**src/rtl/alu_acc_stage.sv**
```systemverilog
// Accumulator stage behind the 8-bit ALU: registers results, feeds A/Ci back, keeps Z/C/N flags and a result FIFO.
// Optional feature: define ALU_ACC_SAT_EN to saturate the accumulator to all-ones on carry-out.
module alu_acc_stage #(
    parameter int WIDTH = 8,
    parameter int DEPTH = 4
) (
    input  logic                     clk,
    input  logic                     rst_n,
    input  logic                     in_valid,
    output logic                     in_ready,
    input  logic [WIDTH:0]           alu_o,
    input  logic                     acc_clr,
    input  logic                     acc_load,
    input  logic [WIDTH-1:0]         load_data,
    output logic [WIDTH-1:0]         acc_q,
    output logic                     ci_q,
    output logic                     flag_z,
    output logic                     flag_c,
    output logic                     flag_n,
    output logic                     out_valid,
    input  logic                     out_ready,
    output logic [WIDTH:0]           out_data,
    output logic [$clog2(DEPTH):0]   fifo_cnt
);

    localparam int AW = $clog2(DEPTH);

    typedef enum logic [1:0] {
        OCC_EMPTY,
        OCC_PARTIAL,
        OCC_FULL
    } occ_e;

    logic [WIDTH:0]   mem [DEPTH];
    logic [AW:0]      wr_ptr;
    logic [AW:0]      rd_ptr;
    logic [AW-1:0]    wr_idx;
    logic [AW-1:0]    rd_idx;
    occ_e             occ;
    logic             push;
    logic             pop;
    logic [WIDTH-1:0] acc_next;

    assign wr_idx   = wr_ptr[AW-1:0];
    assign rd_idx   = rd_ptr[AW-1:0];
    assign fifo_cnt = wr_ptr - rd_ptr;

    // Equal index with differing wrap bit means the writer has lapped the reader.
    always_comb begin
        occ = OCC_PARTIAL;
        if (wr_ptr == rd_ptr)
            occ = OCC_EMPTY;
        else if ((wr_idx == rd_idx) && (wr_ptr[AW] != rd_ptr[AW]))
            occ = OCC_FULL;
    end

    assign in_ready  = (occ != OCC_FULL) && !acc_clr && !acc_load;
    assign push      = in_valid && in_ready;
    assign out_valid = (occ != OCC_EMPTY);
    assign pop       = out_valid && out_ready;
    assign out_data  = out_valid ? mem[rd_idx] : '0;

`ifdef ALU_ACC_SAT_EN
    assign acc_next = alu_o[WIDTH] ? '1 : alu_o[WIDTH-1:0];
`else
    assign acc_next = alu_o[WIDTH-1:0];
`endif

    // NOTE: sequential state uses non-blocking assignments so every register samples pre-edge values.
    always_ff @(posedge clk or negedge rst_n) begin
        if (!rst_n) begin
            acc_q  <= '0;
            ci_q   <= 1'b0;
            flag_z <= 1'b0;
            flag_c <= 1'b0;
            flag_n <= 1'b0;
        end else if (acc_clr) begin
            acc_q  <= '0;
            ci_q   <= 1'b0;
            flag_z <= 1'b0;
            flag_c <= 1'b0;
            flag_n <= 1'b0;
        end else if (acc_load) begin
            acc_q <= load_data;
            ci_q  <= 1'b0;
        end else if (push) begin
            acc_q  <= acc_next;
            ci_q   <= alu_o[WIDTH];
            flag_z <= (alu_o[WIDTH-1:0] == '0);
            flag_c <= alu_o[WIDTH];
            flag_n <= alu_o[WIDTH-1];
        end
    end

    always_ff @(posedge clk or negedge rst_n) begin
        if (!rst_n) begin
            wr_ptr <= '0;
            rd_ptr <= '0;
        end else begin
            if (push)
                wr_ptr <= wr_ptr + (AW+1)'(1);
            if (pop)
                rd_ptr <= rd_ptr + (AW+1)'(1);
        end
    end

    // NOTE: the storage array has no reset; emptiness lives in the pointers and out_data is masked while empty.
    always_ff @(posedge clk) begin
        if (push)
            mem[wr_idx] <= alu_o;
    end

endmodule

```
**config.mk**
```make
export PLATFORM = sky130hd
export DESIGN_NAME = alu_acc_stage
export DESIGN_NICKNAME = d
export VERILOG_FILES = /design/src/rtl/alu_acc_stage.sv
export SDC_FILE = /design/constraint.sdc
export NUM_CORES = 1
export LEC_CHECK = 0
export CORE_ASPECT_RATIO = 1.25
export CORE_UTILIZATION = 35
export CTS_CLUSTER_SIZE = 28
export DETAILED_ROUTE_END_ITERATION = 10
export PLACE_DENSITY = 0.65
export SYNTH_ARGS = -nofsm -noshare
export SYNTH_HDL_FRONTEND = slang
export SYNTH_SLANG_ARGS = --single-unit
```
**constraint.sdc**
```tcl
create_clock -name clk -period 5.2 [get_ports clk]
set_input_delay 1.04 -clock clk [delete_from_list [all_inputs] [get_ports clk]]
set_output_delay 1.04 -clock clk [all_outputs]
set_load 0.1 [all_outputs]
```
==> impl_results.md <==
- ANT cells: 0
- Most used DFF post-synth: edfxtp_1
- WHS: about 540 ps
- Seq/Total Area, Yosys: 0.614
- Share of cells above drive strength 1: 0.115
- GR met1 Demand/Resource: 0.166
- Overflow left after global routing: 0
- EDFF count, synth: 36
- Setup crit start kind: register
- Layout area overhead: 26.9%
- CP Data Required Time: ~4200 ps
- Placement Cell Area: 3050 um^2
- Final setup fails: 0
- Delay of the slowest critical-path stage: 1000 ps
- Synth Area per Inst: 14.8 um^2
- Post-synthesis sequential element count: 54
- Post-CTS sizing: 0
- Die height: between 90 and 100 um
- Warnings from Yosys: 0
- Setup CP Type: register to primary output
- Clk slew on worst S/H paths: around 100 ps
- CP endpoint kind: primary output
- Fmax: 225 MHz
- Most frequent cells in the layout: 46 x clkdlybuf4s50_1, 36 x edfxtp_1, 18 x dfrtp_1
- Worst Path Arrival: between 3000 and 4000 ps
- Met2 Track Usage GR: 0.264
- Worst-margin pin slew: slightly below 1000 ps
- Met3 GRT Util: 0.0225
- Io pins: 49
- Fillers: 659
- Asr flop ratio synth: 0.333
- Synth cell types: 35
- Syn nets: 199
- Drt wl/cell: between 15 and 20 um
- Rel. slew slack: 0.351
- Vias in the first global route: 1580
- GRT busiest layer: met2
- Hold Buf Count CTS: 0
- Row count: 34
- DR vias: around 1500
- RSZ-0062 raised after global routing: false
- CP cell instances: ha_1 > nand2_1 > nor2_1 > nor2b_1 > clkdlybuf4s50_1
- Worst Hold Class: register to register
- Commonest non-fill, non-tap cell in the layout: clkdlybuf4s50_1
- Final wirelength: 4.94 mm
- WP buf/inv: 1
- DR iter-0 viols: just over 90
- CTS max path bufs: 2
- Total GRT Usage: 0.144
- Root Driver: clkbuf_8
- CTS tree: yes
- Final setup TNS: 0 ps
- Post-route cell area: 3160 um^2
- Pre-Repair DR Iteration Count: 4
- First-pass GRT wire length: ~8 mm
- H-tree depth: 2
- Cell taking the most area after synthesis: edfxtp_1
- Minimum clock period: ~4400 ps
- Port Buffer Count: 48
- Residual DRC: 0
- Largest net degree at the start of global routing: 23
- RD Place Congestion: between 0.8 and 0.9
- Crit-path slowest cell: clkdlybuf4s50_1
- Initial antenna violation count: 0
- Initial core utilization: 0.360
- Nets: between 200 and 250
- Synthesized area: 2490 um^2
- Max Cap Viol: 0
- Cell family with most CP delay: buffers and inverters
- Vias/cell: 5.01
- Yosys top cell area share: 0.434
- Cells after Synth: 168
- Total die area: ~7500 um^2
- Final Cycle Share: 0.855
- Clock Sinks: 54
- Max Transition Viols Final: 0
- Worst Skew: 9.04 ps
- Area contributors post-synth: edfxtp_1 43%, dfrtp_1 18%, mux4_2 8.1%
- Setup repair bufs after CTS: 0
- Die span in x: 77.5 um
- Status: completed
- DP HPWL: between 3 and 4 mm
- Core area: slightly below 7000 um^2
- Final Hold Viols: 0
- Final core utilization: 0.456
- Critical path fanouts, max: 12
- CTS buffer count: 5
- Final ANT Viol Nets: 0
- Clock latency at the later pin of the worst-skew pair: ~300 ps
synthesized netlist by cell type (2+ instances only):
library cell,n
o32ai_1,7
nand2b_1,12
mux4_2,9
nor3_1,2
mux2_2,2
o21a_1,2
o211ai_1,2
and3_1,3
o21ai_0,2
a21oi_1,7
nand3b_1,2
clkbuf_1,5
dfrtp_1,18
nor2b_1,9
edfxtp_1,36
xnor2_1,5
buf_2,2
nor4_1,3
nor2_1,3
nand2_1,2
inv_1,8
and3b_1,7
ha_1,7
mux2i_1,2
per-layer routing:
metal,wire [um],up-vias
met5,0,-
met4,34,0
met3,152,2
met2,2640,45
met1,2120,765
li1,-,727
registers in the layout (all words and copies together), names as in the netlist:
register,count
acc_q,8
flag_n,1
rd_ptr,3
flag_z,1
wr_ptr,3
flag_c,1
mem,36
ci_q,1
worst paths after layout:
check,startpoint,end,slack [ps],cells past startpoint
worst min-delay path,wr_ptr[0]$_DFFE_PN0P_,wr_ptr[0]$_DFFE_PN0P_,540,1
worst min register to register,wr_ptr[0]$_DFFE_PN0P_,wr_ptr[0]$_DFFE_PN0P_,540,1
min in group asynchronous,rst_n,wr_ptr[1]$_DFFE_PN0P_,1210,1
worst max-delay path,rd_ptr[0]$_DFFE_PN0P_,out_data[6],750,5
worst max register to register,rd_ptr[0]$_DFFE_PN0P_,mem[0][4]$_DFFE_PP_,2640,4
max in group asynchronous,rst_n,rd_ptr[1]$_DFFE_PN0P_,3460,1
worst register-to-register path: stages (launching register included):
cell and delay [ps]:
dfrtp_1 800, ha_1 410, nand2_1 280, o21a_1 210, and3_1 500
area by class of cell:
| class | instances | area (um^2) | area share |
|---|---|---|---|
| Inverter | 8 | 30.0 | 0.00949 |
| Timing Repair Buffer | 48 | 475 | 0.150 |
| Tap cell | 90 | 113 | 0.0356 |
| Multi-Input combinational cell | 99 | 903 | 0.285 |
| Clock buffer | 6 | 93.8 | 0.0297 |
| Clock inverter | 2 | 17.5 | 0.00554 |
| Sequential cell | 54 | 1530 | 0.484 |
through the flow:
step,cells,worst slack (ps)
after floorplan,168,1310
final,307,754
after CTS,307,645
after detailed placement,299,996
after global placement,299,1150
after global routing,307,356
logic make-up after synthesis:
| group | share of synthesized area |
|---|---|
| flops | 0.614 |
| simple gates | 0.113 |
| compound gates | 0.0773 |
| buf+inv | 0.0236 |
| mux | 0.0983 |
| fa+ha+maj | 0.0431 |
| xor+xnor | 0.0306 |
Power is not shown: default switching activity piles up to over one toggle a cycle in this logic, so the estimate is an artifact.
